`src/rtl/vga_pkg.sv`:
```
// Shared types for the VGA timing generator: pixel colour, per-axis timing set
// and the four-phase axis state.
package vga_pkg;

    typedef enum logic [1:0] {
        ACTIVE = 2'd0,
        FP     = 2'd1,
        SYNC   = 2'd2,
        BP     = 2'd3
    } axis_state_t;

    typedef struct packed {
        logic [7:0] r;
        logic [7:0] g;
        logic [7:0] b;
    } rgb_t;

    typedef struct packed {
        logic [10:0] act;
        logic [7:0]  fp;
        logic [7:0]  sync;
        logic [7:0]  bp;
    } vga_timing_t;

    function automatic axis_state_t next_state(input axis_state_t s);
        case (s)
            ACTIVE:  return FP;
            FP:      return SYNC;
            SYNC:    return BP;
            default: return ACTIVE;
        endcase
    endfunction

    // A zero-length phase would never terminate, so zero widths become one.
    function automatic vga_timing_t fix_timing(input vga_timing_t t);
        vga_timing_t f;
        f = t;
        if (t.act == '0)  f.act  = 11'd1;
        if (t.fp == '0)   f.fp   = 8'd1;
        if (t.sync == '0) f.sync = 8'd1;
        if (t.bp == '0)   f.bp   = 8'd1;
        return f;
    endfunction

endpackage

```
`src/rtl/vga_axis_timer.sv`:
```
// One display axis: ACTIVE -> FP -> SYNC -> BP phase machine with a phase-local
// counter that steps on 'advance'; 'wrap' marks the last step of BP.
module vga_axis_timer
    import vga_pkg::*;
(
    input  logic        clk,
    input  logic        rst,
    input  logic        run,
    input  logic        advance,
    input  logic [10:0] act_len,
    input  logic [7:0]  fp_len,
    input  logic [7:0]  sync_len,
    input  logic [7:0]  bp_len,
    output logic [1:0]  state,
    output logic        at_start,
    output logic        wrap
);

    axis_state_t state_q, state_d;
    logic [10:0] count_q, count_d;
    logic [10:0] cur_len;
    logic        last;

    always_comb begin
        case (state_q)
            ACTIVE:  cur_len = act_len;
            FP:      cur_len = {3'b000, fp_len};
            SYNC:    cur_len = {3'b000, sync_len};
            default: cur_len = {3'b000, bp_len};
        endcase
        last = (count_q == cur_len - 11'd1);

        state_d = state_q;
        count_d = count_q;
        wrap    = 1'b0;
        // Stopped: park at the first active position so a restart begins a frame.
        if (!run) begin
            state_d = ACTIVE;
            count_d = '0;
        end else if (advance) begin
            if (last) begin
                count_d = '0;
                state_d = next_state(state_q);
                wrap    = (state_q == BP);
            end else begin
                count_d = count_q + 11'd1;
            end
        end
    end

    always_ff @(posedge clk) begin
        if (rst) begin
            state_q <= ACTIVE;
            count_q <= '0;
        end else begin
            state_q <= state_d;
            count_q <= count_d;
        end
    end

    assign state    = state_q;
    assign at_start = (state_q == ACTIVE) && (count_q == '0);

endmodule

```
`src/rtl/vga_timing_gen.sv`:
```
// VGA timing generator: horizontal and vertical axis timers, a shadowed timing
// set swapped in at the frame boundary, and a registered pixel/sync output stage.
module vga_timing_gen
    import vga_pkg::*;
#(
    parameter int HOR_ACT   = 640,
    parameter int HOR_FP    = 16,
    parameter int HOR_SYNC  = 96,
    parameter int HOR_BP    = 48,
    parameter int VERT_ACT  = 480,
    parameter int VERT_FP   = 11,
    parameter int VERT_SYNC = 2,
    parameter int VERT_BP   = 31
) (
    input  logic        pixel_clk,
    input  logic        rst,
    input  logic        enable,
    input  logic [23:0] pix_data,
    input  logic        pix_valid,
    input  logic        pix_sof,
    output logic        pix_ready,
    input  logic        cfg_we,
    input  logic [10:0] cfg_h_act,
    input  logic [10:0] cfg_v_act,
    input  logic [7:0]  cfg_hfp,
    input  logic [7:0]  cfg_hsync,
    input  logic [7:0]  cfg_hbp,
    input  logic [7:0]  cfg_vfp,
    input  logic [7:0]  cfg_vsync,
    input  logic [7:0]  cfg_vbp,
    output logic [7:0]  r,
    output logic [7:0]  g,
    output logic [7:0]  b,
    output logic        hsync,
    output logic        vsync,
    output logic        frame_start,
    output logic        underflow,
    output logic        sof_err
);

    localparam vga_timing_t H_DEFAULT = '{act: 11'(HOR_ACT), fp: 8'(HOR_FP),
                                          sync: 8'(HOR_SYNC), bp: 8'(HOR_BP)};
    localparam vga_timing_t V_DEFAULT = '{act: 11'(VERT_ACT), fp: 8'(VERT_FP),
                                          sync: 8'(VERT_SYNC), bp: 8'(VERT_BP)};

    vga_timing_t h_live_q, h_live_d, v_live_q, v_live_d;
    vga_timing_t h_shadow_q, h_shadow_d, v_shadow_q, v_shadow_d;
    rgb_t        rgb_q, rgb_d;
    logic        hsync_q, hsync_d, vsync_q, vsync_d;
    logic        frame_start_q, frame_start_d;
    logic        underflow_q, underflow_d, sof_err_q, sof_err_d;

    logic [1:0]  h_state, v_state;
    logic        h_at_start, v_at_start, h_wrap, v_wrap;
    logic        de, at_origin, xfer;

    vga_axis_timer u_h_timer (
        .clk      (pixel_clk),
        .rst      (rst),
        .run      (enable),
        .advance  (1'b1),
        .act_len  (h_live_q.act),
        .fp_len   (h_live_q.fp),
        .sync_len (h_live_q.sync),
        .bp_len   (h_live_q.bp),
        .state    (h_state),
        .at_start (h_at_start),
        .wrap     (h_wrap)
    );

    vga_axis_timer u_v_timer (
        .clk      (pixel_clk),
        .rst      (rst),
        .run      (enable),
        .advance  (h_wrap),
        .act_len  (v_live_q.act),
        .fp_len   (v_live_q.fp),
        .sync_len (v_live_q.sync),
        .bp_len   (v_live_q.bp),
        .state    (v_state),
        .at_start (v_at_start),
        .wrap     (v_wrap)
    );

    // Handshake: pix_ready is high in every active, enabled cycle whether or not
    // a pixel is offered; a pixel moves when pix_ready && pix_valid, and the
    // timing never stalls waiting for one.
    assign de        = (h_state == ACTIVE) && (v_state == ACTIVE);
    assign at_origin = h_at_start && v_at_start;
    assign pix_ready = de && enable && !rst;
    assign xfer      = pix_ready && pix_valid;

    always_comb begin
        h_live_d   = h_live_q;
        v_live_d   = v_live_q;
        h_shadow_d = h_shadow_q;
        v_shadow_d = v_shadow_q;

        if (cfg_we) begin
            h_shadow_d = fix_timing('{act: cfg_h_act, fp: cfg_hfp,
                                      sync: cfg_hsync, bp: cfg_hbp});
            v_shadow_d = fix_timing('{act: cfg_v_act, fp: cfg_vfp,
                                      sync: cfg_vsync, bp: cfg_vbp});
        end
        // v_wrap is the last cycle of the frame: swap here so no frame mixes sets.
        if (v_wrap) begin
            h_live_d = h_shadow_q;
            v_live_d = v_shadow_q;
        end

        rgb_d         = xfer ? rgb_t'(pix_data) : '0;
        hsync_d       = !(enable && (h_state == SYNC));
        vsync_d       = !(enable && (v_state == SYNC));
        frame_start_d = pix_ready && at_origin;
        underflow_d   = underflow_q || (pix_ready && !pix_valid);
        sof_err_d     = sof_err_q || (xfer && (at_origin != pix_sof));
    end

    always_ff @(posedge pixel_clk) begin
        if (rst) begin
            h_live_q      <= H_DEFAULT;
            v_live_q      <= V_DEFAULT;
            h_shadow_q    <= H_DEFAULT;
            v_shadow_q    <= V_DEFAULT;
            rgb_q         <= '0;
            hsync_q       <= 1'b1;
            vsync_q       <= 1'b1;
            frame_start_q <= 1'b0;
            underflow_q   <= 1'b0;
            sof_err_q     <= 1'b0;
        end else begin
            h_live_q      <= h_live_d;
            v_live_q      <= v_live_d;
            h_shadow_q    <= h_shadow_d;
            v_shadow_q    <= v_shadow_d;
            rgb_q         <= rgb_d;
            hsync_q       <= hsync_d;
            vsync_q       <= vsync_d;
            frame_start_q <= frame_start_d;
            underflow_q   <= underflow_d;
            sof_err_q     <= sof_err_d;
        end
    end

    assign r           = rgb_q.r;
    assign g           = rgb_q.g;
    assign b           = rgb_q.b;
    assign hsync       = hsync_q;
    assign vsync       = vsync_q;
    assign frame_start = frame_start_q;
    assign underflow   = underflow_q;
    assign sof_err     = sof_err_q;

endmodule

```
`config.mk`:
```
export PLATFORM = sky130hd
export DESIGN_NAME = vga_timing_gen
export DESIGN_NICKNAME = d
export VERILOG_FILES = /design/src/rtl/vga_pkg.sv /design/src/rtl/vga_axis_timer.sv /design/src/rtl/vga_timing_gen.sv
export SDC_FILE = /design/constraint.sdc
export NUM_CORES = 1
export LEC_CHECK = 0
export CELL_PAD_IN_SITES_DETAIL_PLACEMENT = 0
export CELL_PAD_IN_SITES_GLOBAL_PLACEMENT = 1
export CORE_ASPECT_RATIO = 2
export CORE_MARGIN = 2
export CORE_UTILIZATION = 34
export DETAILED_ROUTE_END_ITERATION = 6
export GPL_ROUTABILITY_DRIVEN = 0
export PLACE_DENSITY_LB_ADDON = 0.1
export REMOVE_ABC_BUFFERS = 1
export SETUP_SLACK_MARGIN = 0.4
export SYNTH_ARGS = -nofsm -noshare
export SYNTH_HDL_FRONTEND = slang
export SYNTH_SLANG_ARGS = --single-unit
```
`constraint.sdc`:
```
create_clock -name pixel_clk -period 5.3 [get_ports pixel_clk]
set_input_delay 0.53 -clock pixel_clk [delete_from_list [all_inputs] [get_ports pixel_clk]]
set_output_delay 0.53 -clock pixel_clk [all_outputs]
set_load 0.005 [all_outputs]
```
==> results.yml <==
run_status:
  status: "finished, final reports clean"
layout:
  layout_common_cells: "sky130_fd_sc_hd__dfxtp_1 (195), sky130_fd_sc_hd__clkdlybuf4s50_1 (127), sky130_fd_sc_hd__nand3_1 (109)"
  final_layout_size_suffix_gt1_share_pct: 5.53
  mostFrequentLayoutCell: "sky130_fd_sc_hd__dfxtp_1"
  final_net_count: 1207
  area_growth_pct: 24.6
  final_cells: 1444
  antenna-diode-count: 0
logic_synthesis:
  synthTopCellsByArea: "sky130_fd_sc_hd__dfxtp_1 (45%), sky130_fd_sc_hd__mux2i_1 (7.7%), sky130_fd_sc_hd__nand3_1 (6.3%)"
  synth_cell_type_count: 64
  yosys_warnings: 0
  synth-async-reset-ratio_pct: 0
  syn_avg_cell_area_um2: 8.70
  synth.yosys.seq_area_share_pct: 44.7
  postSynthCellCount: 1003
  synthFlopType: "sky130_fd_sc_hd__dfxtp_1"
  yosys.area.top_type_share_pct: 44.7
  synth-seq-cells: 195
  synth_edf_count: 0
  synth.largest_area_cell: "sky130_fd_sc_hd__dfxtp_1"
  post_synth_instance_area_um2: 8720
floorplanning:
  floorplan.initialDensity_pct: 34.3
  die_h_um: 231
  die_width_um: 117
  top_level_ports: 130
  design.die.area_um2: 27000
  fp-row-count: 83
  floorplan_core_area_um2: 25400
critical_path:
  worstSetupEndpointType: "flop"
  critPathRequiredTime_ns: 5.67
  r2r-start: "u_h_timer.state[1]$_SDFFE_PP0N_"
  library_cell_appearing_most_often_on_the_critical_path: "sky130_fd_sc_hd__ha_1"
  worstSetupPathType: "reg2reg"
  list_of_cells_traversed_by_the_critical_path: "inv_1 > ha_1 > a22oi_1 > o2bb2ai_1 > ha_1 > and3b_1 > a41oi_1 > nor4_2 > xnor2_1 > a2111o_1 > a2111oi_2 > nand3_1 > or3_1 > a21oi_1"
  timing.reg2reg.worst_path_depth: 14
  critPathLaunchType: "flop"
  path_buf_inv: 1
  path_delay_family: "compound AO/OA/AOI/OAI gates"
  regToRegEndpoint: "u_v_timer.count_q[10]$_SDFFE_PP0N_"
  critical-path-slowest-cell: "sky130_fd_sc_hd__a2111oi_2"
  rrSetupSlack_ns: 0.90
  cp.arrival_ns: 4.77
  crit_fanout: 9
  critical-path-max-stage-delay_ns: 0.53
routing:
  routed-via-count: 7380
  drt_pre_antenna_iters: 6
  drt_drc_violations_left: 0
  wl_per_cell_um: 16.3
  drt-total-wl_mm: 23.5
  ant_nets: 0
  drt_iter0_markers: 458
  avgViaCountPerCell: 5.11
placed_design:
  post-place-cells: 1411
  placement.setup.worst_slack_ns: 0.725
  hpwlAfterDp_mm: 16.6
  port-buffer-count: 129
timing:
  finalWorstPathRequiredPeriod_ns: 4.40
  timing.clock.skew_ns: 0.00833
  tns_ns: 0
  final_hold_viol_count: 0
  timing_max_transition_violations_final: 0
  max_clock_freq_mhz: 227
  worst_slack_ns: 0.904
  min_period_over_period_pct: 82.9
  grt_setup_unrepaired: "no"
  slew_headroom_pct: 32.9
  tightestPinTransition_ns: 1.01
  finalSetupViolCount: 0
power:
  power_density_nw_per_um2: 287
  power.static_leakage_nw: 3.97
  vdd_ir_drop_max_mv: 0.216
cts:
  cts_made_buffers: 17
  clk_pin_slew_worst_paths_ns: 0.07
  cts_root_buf: "sky130_fd_sc_hd__clkbuf_16"
  cts.repair_timing.setup_buffer_count: 0
  post_cts_hold_buffer_count: 0
  clk_latency_worst_skew_pair_ns: 0.45
  h-tree-depth: 4
  postCtsResizedCells: 0
  cts_num_sinks: 195
  tritoncts: "done"
  clockBufferDepth: 2
worst_hold_path:
  hp-class: "in2reg"
  min_delay_path_depth: 2
  timing.hold.worst.start: "rst"
  holdPathEnd: "v_shadow_q[6]$_SDFFE_PP0P_"
global_routing:
  antenna_found_initial: 0
  track_usage_pct: 17.9
  grt_remaining_overflow: 0
  first_global_vias: 7170
  pin_count_of_the_biggest_net_entering_global_routing: 93
  grt_pass1_wl_mm: 38.0
job:
  max_cap_violations: 0
==> per-layer routing <==
layer / up-vias / wire length [um] / global-route usage (%)
met3: 24 / 850 / 3.47
met5: - / 0 / 0
met1: 3486 / 10900 / 23.6
li1: 3747 / - / -
met4: 0 / 347 / 5.48
met2: 123 / 11400 / 29.3
==> worst max-delay path by stage <==
stage | slack, ns | to | from | cells past startpoint
finish | 0.90 | u_v_timer.count_q[10]$_SDFFE_PP0N_ | u_h_timer.state[1]$_SDFFE_PP0N_ | 14
global route | 0.44 | u_v_timer.count_q[10]$_SDFFE_PP0N_ | u_h_timer.state[1]$_SDFFE_PP0N_ | 13
CTS | 0.71 | v_live_q[13]$_SDFFE_PP0P_ | u_h_timer.state[1]$_SDFFE_PP0N_ | 14
detailed placement | 0.72 | h_live_q[29]$_SDFFE_PP0P_ | u_h_timer.state[1]$_SDFFE_PP0N_ | 14
global placement | 0.78 | v_live_q[13]$_SDFFE_PP0P_ | u_h_timer.state[1]$_SDFFE_PP0N_ | 14
floorplan | 0.79 | u_v_timer.count_q[2]$_SDFFE_PP0N_ | u_h_timer.state[0]$_SDFFE_PP0N_ | 14
==> per-stage QoR <==
stage	util (%)	total power, mW	hold WS, ns	cell area, um2
finish	42.7	3.12	0.401	10900
global route	42.7	3.23	0.399	10900
CTS	42.6	3.17	0.385	10800
detailed placement	40.1	1.76	0.457	10200
global placement	40.1	1.76	0.446	10200
floorplan	-	1.62	0.437	8390
==> sequential cells by signal (all words and copies together), names as in the netlist <==
signal	flops
u_v_timer.state	2
h_shadow_q	35
v_live_q	35
frame_start	1
hsync	1
u_v_timer.count_q	11
g	8
sof_err	1
vsync	1
u_h_timer.count_q	11
u_h_timer.state	2
underflow	1
v_shadow_q	35
r	8
h_live_q	35
b	8
==> kinds of logic after synthesis <==
| family | after synthesis | share of synthesized area, % |
|---|---|---|
| xor gates and xnor gates | 38 | 3.81 |
| muxes | 69 | 7.94 |
| adders and majority gates | 16 | 2.29 |
| AOI/OAI and AO/OA | 232 | 15.7 |
| DFF | 195 | 44.7 |
| and+or+nand+nor | 361 | 20.8 |
| buffers and inverters | 92 | 4.73 |
==> cell type report <==
class	instances	area, um2
Clock buffer	21	460
Clock inverter	11	175
Fill cell	2573	14600
Inverter	21	78.8
Multi-Input combinational cell	716	4430
Sequential cell	195	3900
Tap cell	340	425
Timing Repair Buffer	140	1400
==> cells in the mapped netlist (8+ instances only) <==
library cell,instances
sky130_fd_sc_hd__inv_1,20
sky130_fd_sc_hd__and2_1,26
sky130_fd_sc_hd__a222oi_1,8
sky130_fd_sc_hd__nor2b_1,11
sky130_fd_sc_hd__o21ai_0,9
sky130_fd_sc_hd__mux2i_1,67
sky130_fd_sc_hd__nor4_1,15
sky130_fd_sc_hd__nand3_1,109
sky130_fd_sc_hd__ha_1,16
sky130_fd_sc_hd__xnor2_1,24
sky130_fd_sc_hd__xor2_1,14
sky130_fd_sc_hd__dfxtp_1,195
sky130_fd_sc_hd__nor2_1,82
sky130_fd_sc_hd__a211oi_1,8
sky130_fd_sc_hd__clkbuf_1,49
sky130_fd_sc_hd__a22oi_1,9
sky130_fd_sc_hd__nand2_1,58
sky130_fd_sc_hd__a21oi_1,92
sky130_fd_sc_hd__or3_1,8
sky130_fd_sc_hd__o21ai_1,70
sky130_fd_sc_hd__nor3_1,13
==> power breakdown <==
part | leakage, nW | switching (mW) | internal, mW
sequential | 1.59 | 0.0214 | 1.50
combinational | 2.07 | 0.0813 | 0.116
clock | 0.304 | 0.579 | 0.818
total | 3.97 | 0.682 | 2.44
Note: power is estimated with default switching activity, not from simulation.
